`config.mk`:
```
export PLATFORM = sky130hd
export DESIGN_NAME = drift_session_sequencer_flat
export DESIGN_NICKNAME = d
export VERILOG_FILES = /design/src/rtl/drift_session_sequencer_if.sv /design/src/rtl/drift_session_sequencer.sv /design/src/flat_wrapper.sv
export SDC_FILE = /design/constraint.sdc
export NUM_CORES = 1
export LEC_CHECK = 0
export ABC_CLOCK_PERIOD_IN_PS = 1900
export CAP_MARGIN = 25
export CORE_ASPECT_RATIO = 2
export CORE_UTILIZATION = 40
export CTS_BUF_LIST = sky130_fd_sc_hd__clkbuf_4
export DETAILED_ROUTE_END_ITERATION = 16
export PLACE_DENSITY = 0.68
export SYNTH_ARGS = -nofsm -noshare
export SYNTH_HDL_FRONTEND = slang
export SYNTH_SLANG_ARGS = --single-unit
```
`constraint.sdc`:
```
create_clock -name i_clk -period 1.9 [get_ports i_clk]
set_input_delay 0.57 -clock i_clk [delete_from_list [all_inputs] [get_ports i_clk]]
set_output_delay 0.57 -clock i_clk [all_outputs]
set_load 0.01 [all_outputs]
```
`src/rtl/drift_session_sequencer_if.sv`:
```
// Bundles the sequencer's control, sensor and tracker signals. The sequencer takes
// the slave side; whatever drives start/abort, the sensor and the tracker sits on
// the master side.
interface drift_session_sequencer_if #(
  parameter int unsigned RANGE_W = 10,
  parameter int unsigned SPEED_W = 8
);
  logic               i_start;
  logic               i_abort;
  logic               i_range_valid;
  logic [RANGE_W-1:0] i_range;
  logic [RANGE_W-1:0] i_min_range;
  logic [SPEED_W-1:0] i_max_speed;
  logic               o_sample_req;
  logic [RANGE_W-1:0] o_range;
  logic               o_stat_rst;
  logic               o_busy;
  logic               o_done;
  logic [RANGE_W-1:0] o_min_range_lat;
  logic [SPEED_W-1:0] o_max_speed_lat;
  logic [7:0]         o_miss_cnt;
  logic [2:0]         o_state;

  modport slave (
    input  i_start, i_abort, i_range_valid, i_range, i_min_range, i_max_speed,
    output o_sample_req, o_range, o_stat_rst, o_busy, o_done,
           o_min_range_lat, o_max_speed_lat, o_miss_cnt, o_state
  );

  modport master (
    output i_start, i_abort, i_range_valid, i_range, i_min_range, i_max_speed,
    input  o_sample_req, o_range, o_stat_rst, o_busy, o_done,
           o_min_range_lat, o_max_speed_lat, o_miss_cnt, o_state
  );
endinterface

```
`src/rtl/drift_session_sequencer.sv`:
```
// Sequences one drift-scoring session: primes the tracker with a first sample while
// holding it in reset, then requests samples once per period, counts missed periods,
// and latches the tracker's min-range / max-speed after a short drain.
module drift_session_sequencer #(
  parameter int unsigned SAMPLE_DIV      = 50000,
  parameter int unsigned SESSION_SAMPLES = 1000,
  parameter int unsigned RANGE_W         = 10,
  parameter int unsigned SPEED_W         = 8
) (
  input logic                      i_clk,
  input logic                      i_rst,
  drift_session_sequencer_if.slave bus
);

  localparam int unsigned PerW = $clog2(SAMPLE_DIV);
  localparam int unsigned CntW = $clog2(SESSION_SAMPLES + 1);
  localparam logic [PerW-1:0] PerLast = PerW'(SAMPLE_DIV - 1);
  localparam logic [CntW-1:0] CntLast = CntW'(SESSION_SAMPLES);

  typedef enum logic [2:0] {
    StIdle  = 3'd0,
    StClear = 3'd1,
    StRun   = 3'd2,
    StDrain = 3'd3,
    StDone  = 3'd4
  } state_e;

  state_e             state_q, state_d;
  logic               req_q, req_d;
  logic [RANGE_W-1:0] range_q, range_d;
  logic               stat_rst_q;
  logic [RANGE_W-1:0] min_lat_q, min_lat_d;
  logic [SPEED_W-1:0] spd_lat_q, spd_lat_d;
  logic [7:0]         miss_q, miss_d;
  logic [CntW-1:0]    cnt_q, cnt_d;
  logic [PerW-1:0]    per_q, per_d;
  logic               drain_q, drain_d;
  logic               wrap;

  assign wrap = (per_q == PerLast);

  // State and datapath registers; the tracker reset covers CLEAR plus one tail cycle
  // so the tracker is reset while the priming sample sits on o_range.
  always_ff @(posedge i_clk) begin
    if (i_rst) begin
      state_q    <= StIdle;
      req_q      <= 1'b0;
      range_q    <= '0;
      stat_rst_q <= 1'b0;
      min_lat_q  <= '0;
      spd_lat_q  <= '0;
      miss_q     <= '0;
      cnt_q      <= '0;
      per_q      <= '0;
      drain_q    <= 1'b0;
    end else begin
      state_q    <= state_d;
      req_q      <= req_d;
      range_q    <= range_d;
      stat_rst_q <= (state_d == StClear) || (state_q == StClear);
      min_lat_q  <= min_lat_d;
      spd_lat_q  <= spd_lat_d;
      miss_q     <= miss_d;
      cnt_q      <= cnt_d;
      per_q      <= per_d;
      drain_q    <= drain_d;
    end
  end

  // Next-state logic for the session FSM and its counters.
  always_comb begin
    state_d   = state_q;
    req_d     = req_q;
    range_d   = range_q;
    min_lat_d = min_lat_q;
    spd_lat_d = spd_lat_q;
    miss_d    = miss_q;
    cnt_d     = cnt_q;
    per_d     = per_q;
    drain_d   = 1'b0;

    case (state_q)
      StIdle, StDone: begin
        // Abort only blocks a start from IDLE; DONE restarts unconditionally.
        if (bus.i_start && (state_q == StDone || !bus.i_abort)) begin
          state_d = StClear;
          req_d   = 1'b1;
          miss_d  = '0;
          cnt_d   = '0;
          per_d   = '0;
        end
      end
      StClear: begin
        if (bus.i_abort) begin
          state_d = StIdle;
          req_d   = 1'b0;
        end else if (bus.i_range_valid) begin
          range_d = bus.i_range;
          req_d   = 1'b0;
          per_d   = '0;
          state_d = StRun;
        end
      end
      StRun: begin
        if (bus.i_abort) begin
          state_d = StIdle;
          req_d   = 1'b0;
        end else if (cnt_q == CntLast) begin
          state_d = StDrain;
          req_d   = 1'b0;
        end else begin
          per_d = wrap ? '0 : per_q + PerW'(1);
          if (req_q && bus.i_range_valid) begin
            range_d = bus.i_range;
            cnt_d   = cnt_q + CntW'(1);
            req_d   = wrap;  // a wrap in the same cycle immediately re-requests
          end else if (wrap) begin
            req_d = 1'b1;
            if (req_q && miss_q != 8'hFF) begin
              miss_d = miss_q + 8'd1;
            end
          end
        end
      end
      StDrain: begin
        if (bus.i_abort) begin
          state_d = StIdle;
          req_d   = 1'b0;
        end else if (drain_q) begin
          min_lat_d = bus.i_min_range;
          spd_lat_d = bus.i_max_speed;
          state_d   = StDone;
        end else begin
          drain_d = 1'b1;
        end
      end
      default: begin
        state_d = StIdle;
        req_d   = 1'b0;
      end
    endcase
  end

  assign bus.o_sample_req    = req_q;
  assign bus.o_range         = range_q;
  assign bus.o_stat_rst      = stat_rst_q;
  assign bus.o_busy          = (state_q == StClear) || (state_q == StRun) || (state_q == StDrain);
  assign bus.o_done          = (state_q == StDone);
  assign bus.o_min_range_lat = min_lat_q;
  assign bus.o_max_speed_lat = spd_lat_q;
  assign bus.o_miss_cnt      = miss_q;
  assign bus.o_state         = state_q;

endmodule

```
`src/flat_wrapper.sv`:
```
// flat-port wrapper written by rule: the top's interface ports become plain ports
module drift_session_sequencer_flat 
#(
  parameter int unsigned SAMPLE_DIV      = 50000,
  parameter int unsigned SESSION_SAMPLES = 1000,
  parameter int unsigned RANGE_W         = 10,
  parameter int unsigned SPEED_W         = 8
)
  (i_clk, i_rst, bus_i_start, bus_i_abort, bus_i_range_valid, bus_i_range, bus_i_min_range, bus_i_max_speed, bus_o_sample_req, bus_o_range, bus_o_stat_rst, bus_o_busy, bus_o_done, bus_o_min_range_lat, bus_o_max_speed_lat, bus_o_miss_cnt, bus_o_state);
  drift_session_sequencer_if #(.RANGE_W(RANGE_W), .SPEED_W(SPEED_W)) bus_i ();
  input logic i_clk;
  input logic i_rst;
  input wire logic [$bits(bus_i.i_start)-1:0] bus_i_start;
  input wire logic [$bits(bus_i.i_abort)-1:0] bus_i_abort;
  input wire logic [$bits(bus_i.i_range_valid)-1:0] bus_i_range_valid;
  input wire logic [$bits(bus_i.i_range)-1:0] bus_i_range;
  input wire logic [$bits(bus_i.i_min_range)-1:0] bus_i_min_range;
  input wire logic [$bits(bus_i.i_max_speed)-1:0] bus_i_max_speed;
  output wire logic [$bits(bus_i.o_sample_req)-1:0] bus_o_sample_req;
  output wire logic [$bits(bus_i.o_range)-1:0] bus_o_range;
  output wire logic [$bits(bus_i.o_stat_rst)-1:0] bus_o_stat_rst;
  output wire logic [$bits(bus_i.o_busy)-1:0] bus_o_busy;
  output wire logic [$bits(bus_i.o_done)-1:0] bus_o_done;
  output wire logic [$bits(bus_i.o_min_range_lat)-1:0] bus_o_min_range_lat;
  output wire logic [$bits(bus_i.o_max_speed_lat)-1:0] bus_o_max_speed_lat;
  output wire logic [$bits(bus_i.o_miss_cnt)-1:0] bus_o_miss_cnt;
  output wire logic [$bits(bus_i.o_state)-1:0] bus_o_state;
  assign bus_i.i_start = bus_i_start;
  assign bus_i.i_abort = bus_i_abort;
  assign bus_i.i_range_valid = bus_i_range_valid;
  assign bus_i.i_range = bus_i_range;
  assign bus_i.i_min_range = bus_i_min_range;
  assign bus_i.i_max_speed = bus_i_max_speed;
  assign bus_o_sample_req = bus_i.o_sample_req;
  assign bus_o_range = bus_i.o_range;
  assign bus_o_stat_rst = bus_i.o_stat_rst;
  assign bus_o_busy = bus_i.o_busy;
  assign bus_o_done = bus_i.o_done;
  assign bus_o_min_range_lat = bus_i.o_min_range_lat;
  assign bus_o_max_speed_lat = bus_i.o_max_speed_lat;
  assign bus_o_miss_cnt = bus_i.o_miss_cnt;
  assign bus_o_state = bus_i.o_state;
  drift_session_sequencer #(.SAMPLE_DIV(SAMPLE_DIV), .SESSION_SAMPLES(SESSION_SAMPLES), .RANGE_W(RANGE_W), .SPEED_W(SPEED_W)) u_core (.i_clk(i_clk), .i_rst(i_rst), .bus(bus_i));
endmodule
```
Word level (Yosys, flattened, before mapping)
Index checks and enable logic that the tools add are counted.
{"block": "classes", "n_eq_ne": 20, "addsub": 3, "n_mux": 43, "reduce_logical": 20, "bitwise": 2}
{"operator": "$mux W16", "count": 6}
{"operator": "$mux W10", "count": 9}
{"operator": "$mux W8", "count": 6}
{"operator": "$pmux W16 S3", "count": 1}
{"operator": "$pmux W10 S2", "count": 2}
{"operator": "$mux W3", "count": 7}
{"operator": "$add A16 B1 Y16 const B", "count": 1}
{"operator": "$eq A16 B16 Y1 const B", "count": 1}
{"operator": "$pmux W8 S2", "count": 1}
{"operator": "$ne A2 B2 Y1 const B", "count": 6}
{"operator": "$pmux W3 S4", "count": 1}
{"operator": "$reduce_and A6 Y1", "count": 2}
{"operator": "$add A10 B1 Y10 const B", "count": 1}
{"operator": "$eq A10 B10 Y1 const B", "count": 1}
{"operator": "$mux W1", "count": 9}
{"operator": "$add A8 B1 Y8 const B", "count": 1}
{"operator": "$ne A2 B1 Y1 const B", "count": 4}
{"operator": "$ne A8 B8 Y1 const B", "count": 1}
{"operator": "$reduce_and A7 Y1", "count": 1}
{"operator": "$eq A3 B1 Y1 const B", "count": 2}
{"operator": "$eq A3 B2 Y1 const B", "count": 2}
{"operator": "$ne A5 B2 Y1 const B", "count": 1}
{"operator": "$reduce_and A5 Y1", "count": 1}
{"operator": "$logic_or A1 B1 Y1", "count": 4}
{"operator": "13 further kinds", "count": 17}
{"block": "word_totals", "input_bits": 33, "reg_bits": 68}

Logic depth before layout (Yosys ltp)
Gate-level depths: netlist (run 1).
{"block": "logic_depth", "word_depth": 8, "mapped_depth": 8, "ltp_nobuf": 7}

Least setup slack after synthesis (run 1)
OpenSTA, ideal clock, no wires.
{"block": "synth_timing", "kind": "register -> register", "startpoint": "register u_core.miss_q[0] (netlist: u_core.bus.o_miss_cnt[0])", "endpoint": "register u_core.miss_q[5] (netlist: u_core.bus.o_miss_cnt[5])", "arrival_time_ns": 1.807, "setup_time_ns": 0.134, "stages_incl_launch_ff": 8, "slack_ns": -0.041, "period_less_slack_ns": 1.941, "path_cell_list": "dfxtp_1 > ha_1 > and4_1 > and4_1 > nor4_1 > or2_1 > clkbuf_1 > a31oi_1"}
{"block": "synth_between", "elab_chain_cells": 7, "word_cells_on_any_way": 11, "classes_between": "add/sub: 1; eq/ne: 2; mux: 6; reduce/logical: 2"}
{"element": "start, declared", "line_no": "drift_session_sequencer.sv:34", "text": "logic [7:0] miss_q, miss_d;"}
{"element": "start signal, assigned", "line_no": "drift_session_sequencer.sv:63", "text": "miss_q <= miss_d;"}
{"element": "$add A8 B1 Y8", "line_no": "drift_session_sequencer.sv:120", "text": "miss_d = miss_q + 8'd1;"}
{"element": "$mux W8", "line_no": "drift_session_sequencer.sv:119", "text": "if (req_q && miss_q != 8'hFF) begin"}
{"element": "$mux W8", "line_no": "drift_session_sequencer.sv:117", "text": "end else if (wrap) begin"}
{"element": "$mux W8", "line_no": "drift_session_sequencer.sv:113", "text": "if (req_q && bus.i_range_valid) begin"}
{"element": "$mux W8", "line_no": "drift_session_sequencer.sv:108", "text": "end else if (cnt_q == CntLast) begin"}
{"element": "$mux W8", "line_no": "drift_session_sequencer.sv:105", "text": "if (bus.i_abort) begin"}
{"element": "$pmux W8 S2", "line_no": "drift_session_sequencer.sv:82", "text": "case (state_q)"}
Parallel ways exist; a longest one is shown, timed or not. The select of a mux whose other input is x is not followed.
A chain may end at the register's enable or synchronous reset.

Final worst setup path (run 1)
{"block": "layout_timing", "startpoint": "input port bus_i_start", "endpoint": "register u_core.miss_q[7] (netlist: u_core.bus.o_miss_cnt[7])"}
{"block": "layout_between", "elab_chain_cells": 3}
{"element": "start, declared", "line_no": "flat_wrapper.sv:13", "text": "input wire logic [$bits(bus_i.i_start)-1:0] bus_i_start;"}
{"element": "$logic_and A1 B1 Y1", "line_no": "drift_session_sequencer.sv:85", "text": "if (bus.i_start && (state_q == StDone || !bus.i_abort)) begin"}
{"element": "$ne A2 B1 Y1 (no source line)"}
{"element": "$reduce_and A7 Y1 (no source line)"}
Every way passes these cells.

==> results_dict.tcl, run 1 <==
set metrics [dict create \
    routed.top_layer "met4" \
    end_kind "flop" \
    synth_top_area_share 0.3999 \
    antenna_found_initial 1 \
    skew_ns 0.01547 \
    syn_nets 440 \
    syn_area_um2 3405 \
    clk_latency_ns 0.44 \
    cts_hold_buf 0 \
    post-dp-hpwl_um 8097 \
    wl_met1_um 3789 \
    final_common_cell "buf_4" \
    wl_per_cell_um 16.61 \
    max-slew-margin-rel 0.6750 \
    grt_pass1_wl_um 17000 \
    place_area_um2 4741 \
    yosys_most_used_dff "dfxtp_1" \
    synth_area_leaders "dfxtp_1 40%, nand2_1 6.0%, a21oi_1 4.9%" \
    gp_congestion 0.9103 \
    clkPwrFrac 0.384 \
    worst_ep_required_time_ns 2.27 \
    core_area_um2 8233 \
    setup_violations 2 \
    final_hold_viol_count 0 \
    finalPower_mw 2.814 \
    ys_seq_area_frac 0.3999 \
    synthCells 403 \
    start_util 0.4135 \
    post-synth-top-area-cell "dfxtp_1" \
    synth.avg_cell_area_um2 8.448 \
    cp.arrival_ns 2.28 \
    fin_cells 659 \
    ios 76 \
    p_switching_uw 704.7 \
    clk_path_buf_depth 2 \
    area_growth_pct 52.96 \
    p_leak_nw 2.143 \
    max_clock_freq_mhz 522.2 \
    dr.pass1.iters 4 \
    min_period_ns 1.915 \
    wl_met2_um 6115 \
    period_share 1.008 \
    grt_max_degree 38 \
    status "finished with violations" \
    routed_wl_um 10950 \
    cts_buffers 9 \
    fp.dieArea_um2 8907 \
    fillers 751 \
    vias_per_cell 5.627 \
    power.internal_mw 2.109 \
    port_buffers 75 \
    dr_total_vias 3708 \
    finalMaxSlewViolations 0 \
    worstSetupStartpointType "input port" \
    stdcell_area_um2 5207 \
    p_comb_frac 0.104 \
    final_cell_mix "82 x buf_4, 52 x nand2_1, 49 x dfxtp_1" \
    rsz0062_at_grt "yes" \
    placed_cells 628 \
    ir_drop_mv 0.3819 \
    cts_tree "yes" \
    cap_violations 0 \
    powerDensity_nw_per_um2 540.3 \
    die_w_um 67.24 \
    synth-seq-cells 68 \
    layout_setup_ws_ns -0.01480 \
    crit_fanout 6 \
    grt_pass1_vias 3736 \
    drive_gt1_frac 0.3000 \
    grt-ovfl-total 0 \
    worst-slew-pin-transition_ns 0.4863 \
    met3_length_um 512 \
    route.detailed.drc 0 \
    die_height_um 132.5 \
    async_flop_share 0 \
    p_seq_frac 0.511 \
    seqCellArea_um2 1398 \
    cts_root_buffer "clkbuf_4" \
    multi_input_area_um2 2071 \
    ant_nets 0 \
    clk_pin_slew_worst_paths_ns 0.12 \
    swShare 0.2505 \
    nNetsFinal 593 \
    worstSetupPathType "in2reg" \
    yosysUniqueCellTypes 64 \
    fp-row-count 47 \
    synth_edf_count 0 \
    initialDrtViolationCount 131 \
    cts.sinks 68 \
    min-delay-path-class "reg2reg" \
    gr-usage-all-layers 0.2547 \
    violations "setup timing" \
    h-tree-depth 3 \
    ys_warn_count 0 \
]
-- metrics by stage --
| stage | hold slack [ns] | TNS, ns | setup slack [ns] | util |
|---|---|---|---|---|
| after detailed placement | 0.4504 | -26.10 | -0.5575 | 0.5758 |
| after global placement | 0.4422 | -23.24 | -0.4747 | 0.5758 |
| after floorplan | 0.4580 | 0 | 0.01066 | - |
| after global routing | 0.4787 | -1.026 | -0.1420 | 0.6325 |
| final | 0.4597 | -0.02610 | -0.01480 | 0.6325 |
| after CTS | 0.4651 | -0.01051 | -0.01051 | 0.6008 |
-- power by group through the flow --
stage	logic, mW	registers [mW]	clock network, mW
2_1_floorplan	0.116	1.48	0
3_3_place_gp	0.269	1.47	0
3_5_place_dp	0.275	1.47	0
4_1_cts	0.278	1.44	1.11
5_1_grt	0.315	1.44	1.16
6_report	0.294	1.44	1.08
-- logic make-up (layout without fill, tap and decap cells) --
kind of cell    count (synthesis)  count (layout)  synth area share
mux                            12              12           0.03528
xor+xnor                        6               6           0.01544
other cells                     0               1                 0
fa+ha+maj                       4               4           0.01470
compound gates                 97              97            0.1926
flops                          68              68            0.3999
simple gates                  181             181            0.2937
buf+inv                        35             192           0.04851
-- registers in the layout (all words and copies together) (netlist names) --
signal	count
u_core.bus.o_max_speed_lat	8
u_core.bus.o_min_range_lat	10
u_core.bus.o_miss_cnt	8
u_core.bus.o_range	10
u_core.bus.o_sample_req	1
u_core.bus.o_stat_rst	1
u_core.bus.o_state	3
u_core.cnt_q	10
u_core.drain_q	1
u_core.per_q	16
-- cell type report --
class | instances | area share
Timing Repair Buffer | 165 | 0.2710
Multi-Input combinational cell | 300 | 0.3976
Clock inverter | 6 | 0.01730
Clock buffer | 9 | 0.01297
Sequential cell | 68 | 0.2684
Inverter | 12 | 0.008650
Antenna cell | 1 | 0.0004805
Tap cell | 98 | 0.02355
-- path summary, 6_finish.rpt --
path | from | endpoint | slack [ns] | cells past startpoint
min | u_core.bus.o_min_range_lat[9] | u_core.bus.o_min_range_lat[9] | 0.46 | 2
min reg2reg | u_core.bus.o_min_range_lat[9] | u_core.bus.o_min_range_lat[9] | 0.46 | 2
max reg2reg | u_core.bus.o_state[2] | u_core.bus.o_miss_cnt[7] | 0 | 8
max | bus_i_start | u_core.bus.o_miss_cnt[7] | -0.01 | 8
-- metal layers --
layer  track usage  vias to the layer above
li1              -                     1796
met5             0                        -
met1        0.2188                     1757
met3       0.06638                       41
met4        0.1797                        0
met2        0.4711                      114
-- synthesized netlist by cell type, types with 7 or more instances --
library cell and count:
dfxtp_1 68, nand2_1 54, a21oi_1 33, nor2_1 30, nand3_1 17, inv_1 12, mux2i_1 12, buf_2 11
o21ai_0 11, nand4_1 10, clkbuf_1 9, nor3_1 9, nor4_1 8, a31oi_1 7, a32o_1 7
-- repair_timing --
item / CTS / global route
resized for setup: 75 / 48
setup endpoints to repair: 67 / 39
pin swaps: 2 / 13
setup buffers: 5 / 10
endpoints found under the hold margin: 0 / 0
-- critical path, stage by stage --
cell and delay (ns):
clkdlybuf4s50_1 0.50, buf_4 0.15, o21ba_2 0.15, nand3b_1 0.18, nor4_2 0.30, buf_4 0.19, a41oi_2 0.11, a31oi_1 0.15
No activity file was read; power rests on OpenSTA's default activity.
==> inputs of run 2 (changes only) <==
--- a/config.mk
+++ b/config.mk
@@ -5,13 +5,12 @@
 export SDC_FILE = /design/constraint.sdc
 export NUM_CORES = 1
 export LEC_CHECK = 0
-export ABC_CLOCK_PERIOD_IN_PS = 1900
 export CAP_MARGIN = 25
 export CORE_ASPECT_RATIO = 2
 export CORE_UTILIZATION = 40
-export CTS_BUF_LIST = sky130_fd_sc_hd__clkbuf_4
+export CTS_BUF_LIST = sky130_fd_sc_hd__clkbuf_2
 export DETAILED_ROUTE_END_ITERATION = 16
-export PLACE_DENSITY = 0.68
+export PLACE_DENSITY = 0.71
 export SYNTH_ARGS = -nofsm -noshare
 export SYNTH_HDL_FRONTEND = slang
 export SYNTH_SLANG_ARGS = --single-unit
==> results_dict.tcl, run 2 (synthesis results as in run 1) <==
set metrics [dict create \
    status "finished with violations" \
    violations "setup timing" \
    ios 76 \
    gp_congestion 0.9140 \
    cts_tree "yes" \
    setup_violations 2 \
    gr-usage-all-layers 0.2523 \
    core_area_um2 8233 \
    cap_violations 0 \
    fp.dieArea_um2 8907 \
    post-place-ws_ns -0.5650 \
    area_growth_pct 58.36 \
    powerDensity_nw_per_um2 541.4 \
    cts.sinks 68 \
    fin_cells 673 \
    period_share 1.013 \
    crit_fanout 3 \
    grt_pass1_wl_um 17100 \
    p_leak_nw 2.235 \
    regMostFlops "u_core.per_q" \
    vias_per_cell 5.762 \
    h-tree-depth 3 \
    largest_reg_flops 16 \
    final_hold_viol_count 0 \
    rsz0062_at_grt "yes" \
    max-slew-margin-rel 0.6686 \
    start_util 0.4135 \
    initialDrtViolationCount 249 \
    die_w_um 67.24 \
    ant_nets 0 \
    skew_ns 0.02621 \
    clk_path_buf_depth 2 \
    grt_pass1_vias 3790 \
    antenna_found_initial 1 \
    placed_cells 631 \
    fillers 713 \
    end_kind "output pin" \
    worstSetupPathType "reg2out" \
    drive_gt1_frac 0.3467 \
    final_common_cell "buf_4" \
    nNetsFinal 606 \
    grt-ovfl-total 0 \
    fp-row-count 47 \
    max_clock_freq_mhz 519.4 \
    min-delay-path-class "in2reg" \
    route.detailed.drc 0 \
    cts_buffers 9 \
    cts_root_buffer "clkbuf_2" \
    clk_pin_slew_worst_paths_ns 0.22 \
    finalPower_mw 2.919 \
    worstSetupStartpointType "flop" \
    ir_drop_mv 0.5632 \
    worst_ep_required_time_ns 1.33 \
    post-dp-hpwl_um 7826 \
    finalSetupTns_ns -0.03994 \
    finalMaxSlewViolations 0 \
    layout_setup_ws_ns -0.02532 \
    min_period_ns 1.925 \
    final_cell_mix "88 x buf_4, 52 x nand2_1, 41 x dfxtp_1" \
    wl_per_cell_um 16.73 \
    die_height_um 132.5 \
    worst-slew-pin-transition_ns 0.4846 \
    port_buffers 75 \
    cp.arrival_ns 1.36 \
    dr.pass1.iters 7 \
    grt_max_degree 43 \
    routed_wl_um 11260 \
    clk_latency_ns 0.56 \
    dr_total_vias 3878 \
]
## run 2: cell count changes in the layout (fill, tap and decap cells not counted), sizes merged
cell,delta
buf,+16
bufinv,+1
clkdlybuf4s15,+1
clkdlybuf4s50,+1
clkinv,-3
clkinvlp,+1
dlygate4sd2,-5
inv,+2
## run 2: area by class of cell
class / count / area, um^2 / share of cell area
multi-input cells: 300 / 2108 / 0.3910
diodes: 1 / 2.502 / 0.0004641
inverters: 12 / 45.04 / 0.008355
clock inverters: 7 / 122.6 / 0.02274
repair buffers: 178 / 1530 / 0.2838
clock buffers: 9 / 45.04 / 0.008355
flip-flops and latches: 68 / 1415 / 0.2625
well taps: 98 / 122.6 / 0.02274
## run 2: metrics by stage
stage	util	area (um^2)	hold WS [ns]
6_report	0.6549	5391	0.4402
3_5_place_dp	0.5786	4763	0.4474
5_1_grt	0.6549	5391	0.4279
2_1_floorplan	-	3420	0.4580
4_1_cts	0.6205	5109	0.3959
3_3_place_gp	0.5786	4763	0.4410
## run 2: power by group
part,switching (mW),total [mW],internal [mW]
sequential,0.0107,1.44,1.43
clock,0.584,1.16,0.575
combinational,0.149,0.322,0.173
## run 2: final timing paths
check / depth (start not counted) / slack, ns / endpoint / start
setup reg to reg: 9 / -0.01 / u_core.bus.o_miss_cnt[5] / u_core.bus.o_state[1]
setup / recovery: 3 / -0.03 / bus_o_done / u_core.bus.o_state[1]
hold / removal: 3 / 0.44 / u_core.per_q[12] / i_rst
hold reg to reg: 2 / 0.47 / u_core.bus.o_min_range_lat[4] / u_core.bus.o_min_range_lat[4]
## run 2: what timing repair did
item                                    4_1_cts  5_1_grt
resized for setup                           109       49
setup buffers                                17        8
gates cloned                                  0        1
hold buffers                                  0        0
endpoints found under the setup margin       66       50
pin swaps                                     3       23
## run 2: layer usage
metal	GRT usage	part of all wire
met1	0.2495	0.35
met2	0.4389	0.55
met3	0.05862	0.049
met4	0.1749	0.052
met5	0	0
## run 2: worst max-delay path: stages, from the launching register on
cell	delay, ns
dfxtp_4	0.41
nor2_4	0.15
and2_4	0.16
buf_6	0.09
